`config.mk`:
```
export PLATFORM = sky130hd
export DESIGN_NAME = i2s_dac_tx_ctrl
export DESIGN_NICKNAME = d
export VERILOG_FILES = /design/src/rtl/i2s_dac_tx_ctrl.sv
export SDC_FILE = /design/constraint.sdc
export NUM_CORES = 1
export LEC_CHECK = 0
export CORE_MARGIN = 4
export CORE_UTILIZATION = 54
export CTS_CLUSTER_DIAMETER = 150
export DETAILED_ROUTE_END_ITERATION = 8
export PLACE_DENSITY = 0.78
export SLEW_MARGIN = 5
export SYNTH_ARGS = -nofsm -noshare
export SYNTH_HDL_FRONTEND = slang
export SYNTH_SLANG_ARGS = --single-unit
```
`constraint.sdc`:
```
create_clock -name clk_i -period 2.8 [get_ports clk_i]
set_input_delay 0.42 -clock clk_i [delete_from_list [all_inputs] [get_ports clk_i]]
set_output_delay 0.42 -clock clk_i [all_outputs]
set_load 0.02 [all_outputs]
```
`src/rtl/i2s_dac_tx_ctrl.sv`:
```
// rtl/i2s_dac_tx_ctrl.sv - I2S DAC transmit controller: BCLK/DACLRC framing, one-entry sample buffer, PISO load/shift control.
module i2s_dac_tx_ctrl #(
  parameter int WD        = 16,
  parameter int SLOT_BITS = 32,
  parameter int BCLK_DIV  = 4
) (
  input  logic          clk_i,
  input  logic          rst_ni,
  input  logic          en_i,
  input  logic          s_valid_i,
  output logic          s_ready_o,
  input  logic [WD-1:0] s_left_i,
  input  logic [WD-1:0] s_right_i,
  output logic          bclk_o,
  output logic          daclrc_o,
  output logic          piso_en_o,
  output logic          piso_shift_o,
  output logic [WD-1:0] piso_pdata_o,
  output logic          underrun_o
);

  localparam int FRAME_BITS = 2 * SLOT_BITS;
  localparam int BCW        = $clog2(FRAME_BITS);
  localparam int DCW        = (BCLK_DIV > 1) ? $clog2(BCLK_DIV) : 1;

  localparam logic [BCW-1:0] BIT_LAST = BCW'(FRAME_BITS - 1);
  localparam logic [BCW-1:0] N_SLOT   = BCW'(SLOT_BITS);
  localparam logic [BCW-1:0] N_LOAD_R = BCW'(SLOT_BITS + 1);
  localparam logic [BCW-1:0] N_LOAD_L = BCW'(1);
  localparam logic [DCW-1:0] DIV_LAST = DCW'(BCLK_DIV - 1);

  logic [DCW-1:0] div_q, div_d;
  logic           bclk_q, bclk_d;
  logic [BCW-1:0] bit_q, bit_d;
  logic           lrc_q, lrc_d;
  logic           full_q, full_d;
  logic [WD-1:0]  buf_l_q, buf_l_d, buf_r_q, buf_r_d;
  logic [WD-1:0]  act_l_q, act_l_d, act_r_q, act_r_d;
  logic           piso_en_q, piso_en_d;
  logic           piso_shift_q, piso_shift_d;
  logic [WD-1:0]  piso_pdata_q, piso_pdata_d;
  logic           underrun_q, underrun_d;
  logic           fe;
  logic [BCW-1:0] n;

  always_ff @(posedge clk_i or negedge rst_ni) begin
    if (!rst_ni) begin
      div_q        <= '0;
      bclk_q       <= 1'b0;
      bit_q        <= BIT_LAST;
      lrc_q        <= 1'b0;
      full_q       <= 1'b0;
      buf_l_q      <= '0;
      buf_r_q      <= '0;
      act_l_q      <= '0;
      act_r_q      <= '0;
      piso_en_q    <= 1'b0;
      piso_shift_q <= 1'b0;
      piso_pdata_q <= '0;
      underrun_q   <= 1'b0;
    end else begin
      div_q        <= div_d;
      bclk_q       <= bclk_d;
      bit_q        <= bit_d;
      lrc_q        <= lrc_d;
      full_q       <= full_d;
      buf_l_q      <= buf_l_d;
      buf_r_q      <= buf_r_d;
      act_l_q      <= act_l_d;
      act_r_q      <= act_r_d;
      piso_en_q    <= piso_en_d;
      piso_shift_q <= piso_shift_d;
      piso_pdata_q <= piso_pdata_d;
      underrun_q   <= underrun_d;
    end
  end

  always_comb begin
    div_d        = div_q;
    bclk_d       = bclk_q;
    bit_d        = bit_q;
    lrc_d        = lrc_q;
    full_d       = full_q;
    buf_l_d      = buf_l_q;
    buf_r_d      = buf_r_q;
    act_l_d      = act_l_q;
    act_r_d      = act_r_q;
    piso_en_d    = 1'b0;
    piso_shift_d = piso_shift_q;
    piso_pdata_d = '0;
    underrun_d   = 1'b0;
    fe           = 1'b0;
    n            = bit_q;

    // Accept only into an empty buffer; the frame-start consume needs a full one, so they never collide.
    if (s_valid_i && !full_q) begin
      full_d  = 1'b1;
      buf_l_d = s_left_i;
      buf_r_d = s_right_i;
    end

    if (!en_i) begin
      div_d  = '0;
      bclk_d = 1'b0;
      lrc_d  = 1'b0;
      bit_d  = BIT_LAST;
    end else begin
      if (div_q == DIV_LAST) begin
        div_d  = '0;
        bclk_d = !bclk_q;
        fe     = bclk_q;
      end else begin
        div_d = div_q + 1'b1;
      end

      if (fe) begin
        n     = (bit_q == BIT_LAST) ? '0 : bit_q + 1'b1;
        bit_d = n;
        lrc_d = (n >= N_SLOT);
        if (n == '0) begin
          if (full_q) begin
            act_l_d = buf_l_q;
            act_r_d = buf_r_q;
            full_d  = 1'b0;
          end else begin
            act_l_d    = '0;
            act_r_d    = '0;
            underrun_d = 1'b1;
          end
        end else if (n == N_LOAD_L) begin
          piso_en_d    = 1'b1;
          piso_shift_d = 1'b0;
          piso_pdata_d = act_l_q;
        end else if (n == N_LOAD_R) begin
          piso_en_d    = 1'b1;
          piso_shift_d = 1'b0;
          piso_pdata_d = act_r_q;
        end else begin
          piso_en_d    = 1'b1;
          piso_shift_d = 1'b1;
        end
      end
    end
  end

  assign s_ready_o    = !full_q;
  assign bclk_o       = bclk_q;
  assign daclrc_o     = lrc_q;
  assign piso_en_o    = piso_en_q;
  assign piso_shift_o = piso_shift_q;
  assign piso_pdata_o = piso_pdata_q;
  assign underrun_o   = underrun_q;

endmodule

```
# Word-level counts from Yosys, hierarchy flattened
# Cells that the tools add are included.
# Widths: inputs -> output; s select.
# totals
regBits	94
input_bits	36
output_inout_bits	22
elab_cells	61
# classes
addsub	2
order_cmp	1
eq_ne	6
mux	32
n_bitwise	1
reduce_logical	6
# op_table
op	n
$mux 16	7
$mux 1	20
$mux 6	3
$eq 6x6->1 const B	2
$add 6x1->6 const B	1
$eq 6x1->1 const B	1
$ge 6x6->1 const B	1
$logic_not 6->1	1
$reduce_and 3->1	2
$mux 2	2
$ne 2x1->1 const B	2
$add 2x1->2 const B	1
$eq 2x2->1 const B	1
$logic_not 1->1	2
$logic_and 1x1->1	1
$not 1->1	1

# Logic depth before layout (Yosys ltp)
# Gate-level depths: netlist of run 1.
# depth
ltp_word	8
ltp_mapped	9
mapped_depth_nobuf	6

# Worst setup path before layout of run 1
# OpenSTA, ideal clock, no wires.
# synth_timing
path_type	reg2reg
startpoint	reg bit_q[0]
endpoint	reg act_l_q[0]
setup_ps	124
arrival_time_ps	2208
required_ps	2676
slack_ps	468
path_stages_with_launch	10
path_buffers	3
period_less_slack_ps	2332
cell_sequence	dfstp_2 -> ha_1 -> nand3_1 -> or2_1 -> a211o_1 -> buf_6 -> or3_1 -> buf_6 -> buf_6 -> mux2i_1
# synth_between
elab_chain_len	4
word_cells_on_any_way	5
classes_between	add/sub: 1; eq/ne: 1; mux: 1; reduce/logical: 2
# synth_rtl
item	line_no	text
start, declared	34	logic [BCW-1:0] bit_q, bit_d;
start signal, assigned	64	bit_q <= bit_d;
$add 6x1->6 or $eq 6x6->1 (tied branches)	117	n = (bit_q == BIT_LAST) ? '0 : bit_q + 1'b1;
$mux 6 (*)	117	
$logic_not 6->1 (*)	120	if (n == '0) begin
$reduce_and 3->1 (no line) (*)	n/a	
end signal, assigned	69	act_l_q <= act_l_d;
end, declared	38	logic [WD-1:0] act_l_q, act_l_d, act_r_q, act_r_d;
# Mark *: on every way between the ends. The rest lies on a longest branch, timed or not.
# A chain may end at the register's enable or synchronous reset.

# Worst setup path in the final report of run 1
# layout_timing
startpoint	reg bit_q[0]
endpoint	reg full_q
# layout_between
elab_chain_len	6
word_cells_on_any_way	7
classes_between	add/sub: 1; eq/ne: 1; mux: 4; reduce/logical: 1
# layout_rtl
item	line_no	text
$add 6x1->6 or $eq 6x6->1 (tied branches)	117	
$mux 6 (*)	117	
$logic_not 6->1 (*)	120	
$mux 1 (*)	120	
$mux 1 (*)	116	if (fe) begin
$mux 1 (*)	102	if (!en_i) begin
named net full_d	36	logic full_q, full_d;
end signal, assigned	66	full_q <= full_d;
end, declared	36	
# Mark *: on every way through the listed nets, which the timed path passes. The rest lies on a longest branch.

==> results of run 1 <==
==> critical path, cell delays in order, from the launching register on <==
cell	delay [ns]
dfstp_2	0.60
ha_1	0.25
nand3_1	0.11
or2_1	0.25
a211o_1	0.29
or3_2	0.41
buf_4	0.31
a21o_1	0.25
==> stage by stage <==
step                      std cells  utilization  hold WS (ns)
after floorplan                 350            -         0.124
after global placement          494        0.644         0.424
after detailed placement        494        0.644         0.435
after CTS                       510        0.678         0.136
after global routing            510        0.678         0.175
final                           510        0.678         0.124
==> report_power, final <==
group          switching [mW]  total [mW]  internal (mW)  leakage (nW)
registers               0.180        1.85           1.67          1.06
clock network           0.473        1.07          0.598         0.120
logic                   0.295       0.686          0.391          1.37
==> state kept, by name (all words and copies together), names as in the netlist <==
signal        flops
act_r_q          16
buf_l_q          16
buf_r_q          16
underrun_o        1
piso_shift_o      1
bclk_o            1
bit_q             6
piso_en_o         1
act_l_q          16
daclrc_o          1
piso_pdata_o     16
div_q             2
full_q            1
==> layout by cell type, fill, tap and decap left out, types with 2 or more instances in the layout <==
| cell type | instances |
|---|---|
| mux2_2 | 32 |
| clkdlybuf4s50_1 | 56 |
| a21o_1 | 3 |
| bufinv_16 | 3 |
| and2_1 | 3 |
| ha_1 | 4 |
| clkbuf_8 | 9 |
| mux2i_1 | 32 |
| xor2_1 | 2 |
| nor3_1 | 3 |
| a31oi_1 | 2 |
| o21ai_0 | 4 |
| dfrtp_1 | 88 |
| dfstp_2 | 6 |
| nand3_1 | 17 |
| nor2_1 | 7 |
| a21oi_1 | 21 |
| nand2_1 | 56 |
| xnor2_1 | 2 |
| buf_4 | 8 |
| inv_1 | 37 |
| inv_6 | 2 |
| buf_12 | 2 |
==> cell type report <==
type                            count  area share
Sequential cell                    94       0.482
Multi-Input combinational cell    198       0.279
Clock buffer                        9      0.0253
Clock inverter                      7      0.0245
Timing Repair Buffer               66       0.135
Tap cell                           99      0.0253
Inverter                           37      0.0284
==> cell families after synthesis <==
group | synth area share
AOI/OAI and AO/OA | 0.0488
xor gates and xnor gates | 0.00881
adders and majority gates | 0.0126
buffers and inverters | 0.0651
DFF | 0.593
muxes | 0.171
and+or+nand+nor | 0.100
==> final timing paths <==
path	start	to	cells past startpoint
max	bit_q[0]	full_q	7
max reg2reg	bit_q[0]	full_q	7
min reg2reg	div_q[0]	div_q[0]	1
min in group clk_i	div_q[0]	div_q[0]	1
min	rst_ni	div_q[0]	1
max in group asynchronous	rst_ni	bit_q[5]	2
==> per-layer routing <==
metal	part of all wire	up-vias	routed length [um]
met1	0.46	1283	3400
met3	0.044	10	326
met2	0.48	62	3510
li1	-	1256	-
met5	0	-	0
met4	0.016	0	120
==> cells in the mapped netlist, types with 2 or more instances <==
master | number | area [um^2]
dfrtp_1 | 88 | 2200
buf_6 | 5 | 56.3
nor3_1 | 3 | 15.0
a31oi_1 | 2 | 12.5
clkbuf_1 | 15 | 56.3
a21o_1 | 3 | 22.5
nand3_1 | 17 | 85.1
dfstp_2 | 6 | 158
a21oi_1 | 21 | 105
xnor2_1 | 2 | 17.5
ha_1 | 4 | 50.1
mux2_2 | 32 | 360
mux2i_1 | 32 | 320
o21ai_0 | 4 | 20.0
xor2_1 | 2 | 17.5
inv_1 | 37 | 139
nor2_1 | 7 | 26.3
and2_1 | 3 | 18.8
nand2_1 | 56 | 210
==> flow_metrics.tcl, run 1 <==
set metrics [dict create \
    outcome "finished, final reports clean" \
    final_nets 446 \
    endpoint_kind "flip-flop" \
    met1_usage 0.266 \
    dp_slack_ns 0.264 \
    wl_per_cell_um 14.4 \
    cts_sinks 94 \
    layout_setup_ws_ns 0.215 \
    overflow 0 \
    cts.clk_slew.worst_paths_ns 0.09 \
    coreArea_um2 7210 \
    syn_inst 350 \
    cts_tree "yes" \
    rsz0062_at_grt "false" \
    worstPathRequired_ns 3.05 \
    postPlaceCellArea_um2 4650 \
    grt_usage 0.188 \
    multi_input_area_um2 1370 \
    leakage_nw 2.55 \
    vias_per_cell 5.12 \
    drtIter0Drc 149 \
    startpoint_type "flip-flop" \
    io_buffers 57 \
    clock_latency_ns 0.36 \
    period_minus_slack_ns 2.59 \
    postCtsSetupRepairBufs 0 \
    grt_pass1_wl_um 12900 \
    nFillCells 567 \
    hold_buffers 0 \
    dieWidth_um 93.8 \
    floorplan.initialDensity 0.551 \
    top_usage_layer "met2" \
    synthesis.nets 390 \
    routed_wl_um 7350 \
    synth_edf_count 0 \
    regArea_um2 2360 \
    final_cell_area_um2 4890 \
    final.setup_skew_ns 0.00873 \
    maxCapViolations 0 \
    antenna_found_initial 0 \
    via_count 2611 \
    hold_violations 0 \
    grt_pass1_vias 2699 \
    grt_start_max_net_pins 60 \
    finalSetupViolCount 0 \
    clockRootBuffer "clkbuf_8" \
    ys.flop_type "dfrtp_1" \
    clock_path_buffers 2 \
    synth-async-reset-ratio 1.00 \
    gp_congestion 0.722 \
    drcViolationCount 0 \
    tightest_slew_ns 0.729 \
    cts_buffers 9 \
    gr-usage-met3 0.0353 \
    dr.pass1.iters 4 \
    p_per_area_nw_per_um2 736 \
    num_antenna_cells 0 \
    ir_drop_uv 437 \
    area_growth_pct 23.1 \
    cts_resized 0 \
    synthesis.area_um2 3980 \
    io-pin-count 58 \
    finalCritPeriodShare 0.923 \
    ys_types 30 \
    tns_ns 0 \
    die-area_um2 8800 \
    synth_seq_area_share 0.593 \
    slew_viol_final 0 \
    slew_headroom 0.514 \
    r2r_slack_ns 0.21 \
    cts-htree-levels 3 \
    hold_path_class "in2async" \
    drive_gt1_frac 0.163 \
    dp_hpwl_um 5000 \
    p_total_mw 3.60 \
    ys_ff_latch 94 \
    synth_area_per_cell_um2 11.4 \
    rows 31 \
    gr-usage-met2 0.287 \
    yosysWarningCount 0 \
    critPathMaxFanout 34 \
    worstSetupPathType "reg2reg" \
    die_y_um 93.8 \
    cp.arrival_ns 2.83 \
    postRouteAntennaNets 0 \
    fmax_mhz 387 \
]
(Power assumes the default switching activity.)
==> run 2, diff against run 1 <==
--- a/config.mk
+++ b/config.mk
@@ -14,3 +14,4 @@
 export SYNTH_ARGS = -nofsm -noshare
 export SYNTH_HDL_FRONTEND = slang
 export SYNTH_SLANG_ARGS = --single-unit
+export TNS_END_PERCENT = 1
==> results of run 2 <==
Same layout as run 1: the final DEF is identical, and so are final timing and power.
==> run 3, diff against run 2 <==
--- a/config.mk
+++ b/config.mk
@@ -5,11 +5,12 @@
 export SDC_FILE = /design/constraint.sdc
 export NUM_CORES = 1
 export LEC_CHECK = 0
+export ABC_AREA = 1
 export CORE_MARGIN = 4
-export CORE_UTILIZATION = 54
+export CORE_UTILIZATION = 48
 export CTS_CLUSTER_DIAMETER = 150
 export DETAILED_ROUTE_END_ITERATION = 8
-export PLACE_DENSITY = 0.78
+export PLACE_DENSITY = 0.74
 export SLEW_MARGIN = 5
 export SYNTH_ARGS = -nofsm -noshare
 export SYNTH_HDL_FRONTEND = slang
==> constraint.sdc (replaced) <==
create_clock -name clk_i -period 2.08 [get_ports clk_i]
set_input_delay 0.416 -clock clk_i [delete_from_list [all_inputs] [get_ports clk_i]]
set_output_delay 0.416 -clock clk_i [all_outputs]
set_load 0.02 [all_outputs]
==> run 3 against run 2 <==
Effect of this change: die area up 9.1%; via count up 2.3%; synthesized area down 2.3%; sequential share of layout area up 0.074 points; largest cell class unchanged.
==> flow_metrics.tcl, run 3 <==
set metrics [dict create \
    outcome "finished, final reports clean" \
    layout_common_cells "nand2_1, dfrtp_1, clkdlybuf4s50_1" \
    final_common_cell "nand2_1" \
    syn_inst 360 \
    wl_per_cell_um 14.2 \
    clockRootBuffer "clkbuf_8" \
    final_nets 465 \
    antenna_found_initial 0 \
    synth_seq_area_share 0.607 \
    leakage_nw 2.27 \
    dr.pass1.iters 4 \
    drcViolationCount 0 \
    p_per_area_nw_per_um2 938 \
    grt_pass1_vias 2605 \
    yosys-top-cells-area "dfrtp_1, nand2_1, mux2_2" \
    path_cells "ha_2 -> nand2_2 -> nor2_2 -> inv_1 -> nand2_2 -> nand3_4 -> nor2_2 -> nand2_2 -> clkbuf_16 -> nand2_1 -> o21ai_1" \
    timing.rr.start "bit_q[0]" \
    grt_usage 0.161 \
    critPathMaxFanout 33 \
    ys_types 27 \
    crit_buf_inv 2 \
    floorplan.initialDensity 0.498 \
    overflow 0 \
    drive_gt1_frac 0.221 \
    hold_buffers 0 \
    finalCritPeriodShare 0.954 \
    holdWs_ns 0.000223 \
    via_count 2672 \
    postRouteAntennaNets 0 \
    synth.most_common_cell "nand2_1" \
    final.setup_skew_ns 0.0125 \
    ys.flop_type "dfrtp_1" \
    critical-path-top-delay-family "simple AND/OR/NAND/NOR gates" \
    cts.clk_slew.worst_paths_ns 0.10 \
    worstPathRequired_ns 2.32 \
    slew_viol_final 0 \
    startpoint_type "flip-flop" \
    yosysTopAreaCell "dfrtp_1" \
    cts_buffers 9 \
    endpoint_kind "flip-flop" \
    slew_headroom 0.679 \
    synth_edf_count 0 \
    crit_start "bit_q[0]" \
    maxCapViolations 0 \
    rows 32 \
    vias_per_cell 5.02 \
    synth_top_family_by_area "simple AND/OR/NAND/NOR gates" \
    routed_wl_um 7580 \
    tightest_slew_ns 0.479 \
    cts_sinks 94 \
    ys_top_cells_by_count "nand2_1, dfrtp_1, mux2_2" \
    synth_top_area_frac 0.567 \
    io-pin-count 58 \
    muxShareOfSynthArea 0.0927 \
    clock_latency_ns 0.35 \
    num_antenna_cells 0 \
    gp_congestion 0.865 \
    coreArea_um2 7810 \
    grt_start_max_net_pins 67 \
    area_growth_pct 25.7 \
    ir_drop_uv 548 \
    period_minus_slack_ns 1.98 \
    synth_fa_ha_area_frac 0.0129 \
    synthesis.nets 400 \
    worstSetupPathType "reg2reg" \
    synthesis.area_um2 3890 \
    die-area_um2 9600 \
    synthSimpleGateAreaFrac 0.149 \
    cts_tree "yes" \
    yosysWarningCount 0 \
    finalSetupViolCount 0 \
    rsz0062_at_grt "true" \
    crit_slowest_cell "dfstp_2" \
    p_total_mw 4.58 \
    final_cell_area_um2 4890 \
    fmax_mhz 504 \
    hold_violations 0 \
    hold_path_class "in2async" \
    ys_ff_latch 94 \
    drtIter0Drc 181 \
    io_buffers 57 \
    cp.arrival_ns 2.23 \
    dp_hpwl_um 5000 \
    synth-async-reset-ratio 1.00 \
    postPlaceCellArea_um2 4620 \
    synth_area_per_cell_um2 10.8 \
    dieWidth_um 98.0 \
    clock_path_buffers 2 \
    cp_common_cell "nand2_2" \
    critPathMaxStageDelay_ns 0.56 \
    die_y_um 98.0 \
    cts-htree-levels 3 \
    synth_compound_area_frac 0.0918 \
    synth_xor_area_frac 0.00225 \
    grt_pass1_wl_um 12600 \
]
==> run 3: cell types whose count changed in the layout (fill, tap and decap cells not counted), moves of 14 or more <==
| cell | delta |
|---|---|
| nand3_1 | -14 |
| mux2i_1 | -32 |
| o21ai_1 | +19 |
| nand2_1 | +58 |
| inv_1 | -22 |
| o21ai_2 | +14 |
==> run 3: metrics by stage <==
| step | setup slack (ns) | setup TNS (ns) | utilization | instances |
|---|---|---|---|---|
| final | 0.0967 | 0 | 0.626 | 532 |
| after global routing | -0.0169 | -0.0565 | 0.626 | 532 |
| after CTS | 0.0487 | 0 | 0.620 | 529 |
| after detailed placement | -0.0740 | -0.751 | 0.592 | 513 |
| after global placement | 0.0464 | 0 | 0.592 | 513 |
| after floorplan | 0.198 | 0 | - | 360 |
==> run 3: worst paths after layout <==
| kind | cells after the start | slack, ns | to |
|---|---|---|---|
| worst max register to register | 11 | 0.1 | act_l_q[1] |
| max in group asynchronous | 2 | 1.41 | bclk_o |
| worst min-delay path | 1 | 0.0002 | buf_r_q[14] |
| worst min register to register | 1 | 0.46 | div_q[0] |
| min in group clk_i | 1 | 0.46 | div_q[0] |
| worst max-delay path | 11 | 0.1 | act_l_q[1] |
==> run 3: layer usage <==
| metal | part of all wire | global-route usage | vias to the layer above |
|---|---|---|---|
| met5 | 0 | 0 | - |
| met4 | 0.015 | 0.0660 | 0 |
| met3 | 0.032 | 0.0243 | 8 |
| met2 | 0.50 | 0.254 | 50 |
| met1 | 0.46 | 0.226 | 1315 |
| li1 | - | - | 1299 |
==> run 3: cells by family (layout without fill, tap and decap cells) <==
group                      after synthesis  in the layout
and+or+nand+nor                        138            138
DFF                                     94             94
buffers and inverters                   33            103
AOI/OAI and AO/OA                       58             58
muxes                                   32             32
adders and majority gates                4              4
xor gates and xnor gates                 1              1
==> run 3: timing repair <==
| action | CTS | global route |
|---|---|---|
| setup buffers | 0 | 2 |
| gates resized for setup | 1 | 1 |
| hold endpoints to repair | 0 | 0 |
| cloned | 0 | 1 |
| pin swaps | 0 | 0 |
| endpoints found under the setup margin | 17 | 46 |
==> run 3: final cells by class <==
type	instances	area [um^2]
timing repair buffer	71	753
inverter	16	60.1
tap	102	128
clock buffer	12	165
multi-input combinational	233	1370
clock inverter	4	52.6
sequential	94	2360
fill	671	2920
==> run 3: where the power goes <==
group	switching, mW	total, mW	leakage (nW)	internal [mW]
Clock	0.615	1.27	0.113	0.660
Combinational	0.410	0.894	0.945	0.483
Sequential	0.195	2.42	1.21	2.22
Total	1.22	4.58	2.27	3.36
==> patch, RTL diff (settings of run 3) <==
`SLOT_BITS`: 32 -> 16.
--- a/src/rtl/i2s_dac_tx_ctrl.sv
+++ b/src/rtl/i2s_dac_tx_ctrl.sv
@@ -1,7 +1,7 @@
 // rtl/i2s_dac_tx_ctrl.sv - I2S DAC transmit controller: BCLK/DACLRC framing, one-entry sample buffer, PISO load/shift control.
 module i2s_dac_tx_ctrl #(
   parameter int WD        = 16,
-  parameter int SLOT_BITS = 32,
+  parameter int SLOT_BITS = 16,
   parameter int BCLK_DIV  = 4
 ) (
   input  logic          clk_i,
Behaviour: no difference found for any inputs over 10 cycles, from zero or initial values and one cycle with rst_ni low; that may be too few to reach the edited logic, so the function may still have changed.
==> patch against run 3 <==
- the run now ends with negative setup slack left
- global-route usage shrank 0.45 points
- total power is 0.75% lower
- largest power group unchanged
- die area increased by 2.1%
- worst setup slack worse by 0.11 ns
- area after synthesis rose by 2.3%
- worst hold slack gained 0.017 ns
- wire length increased by 14%
- sequential cell count decreased by 1
- maximum frequency shrank 5.4%
- cell area up 5.2%
- sequential share of layout area is 2.9 points lower
==> patch: results (changes against run 3) <==
worstPathArrival_ns: 2.37  # +0.14 ns
p_sw_share_pct: 27.75  # +1.1 points
clkPwrFrac_pct: 26.4  # -1.4 points
n_fill_cell: 602  # -10%
setup_slack_ns: -0.01623  # -0.1129 ns
finalPower_uw: 4549  # -0.75%
inverters: 43  # +27
pre_cts_ws_ns: 0.03803  # +0.1121 ns
syn_avg_cell_area_um2: 10.19  # -5.6%
grt_pass1_vias: 2684  # +3.0%
r2r_start: "bit_q[1]$_DFFE_PN1P_"
cts_num_sinks: 93  # -1.1%
status: "finished with violations"
place.gp.congestion: 0.8064  # -6.8%
ys_top_cells_by_count: "dfrtp_1, nor2_1, nand2_1"
num-clock-buffers: 11  # -1
fin_util_pct: 65.18  # +2.6 points
violations: "negative setup slack"
wl_met3_um: 520  # +120%
use_met2_pct: 26.34  # +0.95 points
drt-initial-drc-count: 150  # -17%
ys_top_cells_by_area: "dfrtp_1, mux2_2, nor2_1"
dp_cells: 540  # +5.3%
signal_buffers: 77  # +8.5%
met3_usage_pct: 3.892  # +1.5 points
setup_viol: 3  # +3
final_nets: 504  # +8.4%
path_max_fanout: 8  # -76%
vias: 2834  # +6.1%
wl_per_cell_um: 15.12  # +6.2%
critPathMaxStageDelay_ns: 0.60  # +0.04 ns
layout.nonclk_buf_share_pct: 16.52  # +1.1 points
grt_usage_pct: 15.69  # -0.45 points
synth_cell_types: 25  # -7.4%
whs_ns: 0.01742  # +0.01720 ns
final-clk-cell-share_pct: 3.894  # -0.56 points
maxSlewHeadroom_pct: 67.05  # -0.89 points
grt_pass1_wl_um: 12240  # -2.6%
synth_cells: 390  # +8.3%
multi_input_gates: 239  # +2.6%
met1Wirelength_um: 3500  # +1.4%
placed_cell_area_um2: 4677  # +1.3%
drive_gt1_share_pct: 23.08  # +0.98 points
multi_input_area_share_pct: 28.57  # +0.58 points
seq_share_pct: 45.39  # -2.9 points
power_frac_comb_pct: 20.4  # +0.9 points
-- patch: changes by cell type in the layout (fill, tap and decap cells not counted), moves of 3 or more --
cell and change:
a21oi_1 -15, buf_6 +3, clkbuf_16 +3, inv_1 +24
inv_2 +4, nand2_1 -42, nand4_4 +5, nor2_1 +63
-- patch: cell families (layout without fill, tap and decap cells) --
| family | after synthesis | after routing | synth area share [%] |
|---|---|---|---|
| buffers and inverters | 60 | 136 | 6.893 |
| flip-flops | 93 | 93 | 58.70 |
| multiplexers | 32 | 32 | 9.065 |
| AND/OR/NAND/NOR | 161 | 163 | 17.47 |
| adder cells (fa/ha/maj) | 5 | 5 | 1.574 |
| AO/OA/AOI/OAI | 39 | 39 | 6.295 |
-- patch: worst max-delay path by stage --
stage          slack, ns  cells past startpoint                  from                    endpoint
2_1_floorplan       0.16                      9  bit_q[0]$_DFFE_PN1P_  piso_pdata_o[11]$_DFF_PN0_
3_3_place_gp        0.09                     10  bit_q[0]$_DFFE_PN1P_   piso_pdata_o[3]$_DFF_PN0_
3_5_place_dp        0.04                      9  bit_q[1]$_DFFE_PN1P_   piso_pdata_o[3]$_DFF_PN0_
4_1_cts            0.008                      9  bit_q[1]$_DFFE_PN1P_   piso_pdata_o[3]$_DFF_PN0_
5_1_grt            -0.09                     11  bit_q[1]$_DFFE_PN1P_  piso_pdata_o[11]$_DFF_PN0_
6_report           -0.02                     11  bit_q[1]$_DFFE_PN1P_  piso_pdata_o[12]$_DFF_PN0_
-- patch: worst register-to-register path: stages (launching register included) --
cell	delay [ns]
dfstp_2	0.60
ha_4	0.17
nand2_4	0.07
nor2_4	0.12
ha_4	0.13
nor2_1	0.07
nand2_4	0.13
buf_4	0.17
nand4_4	0.21
nor2_1	0.16
nor2_1	0.06
nor2_1	0.12
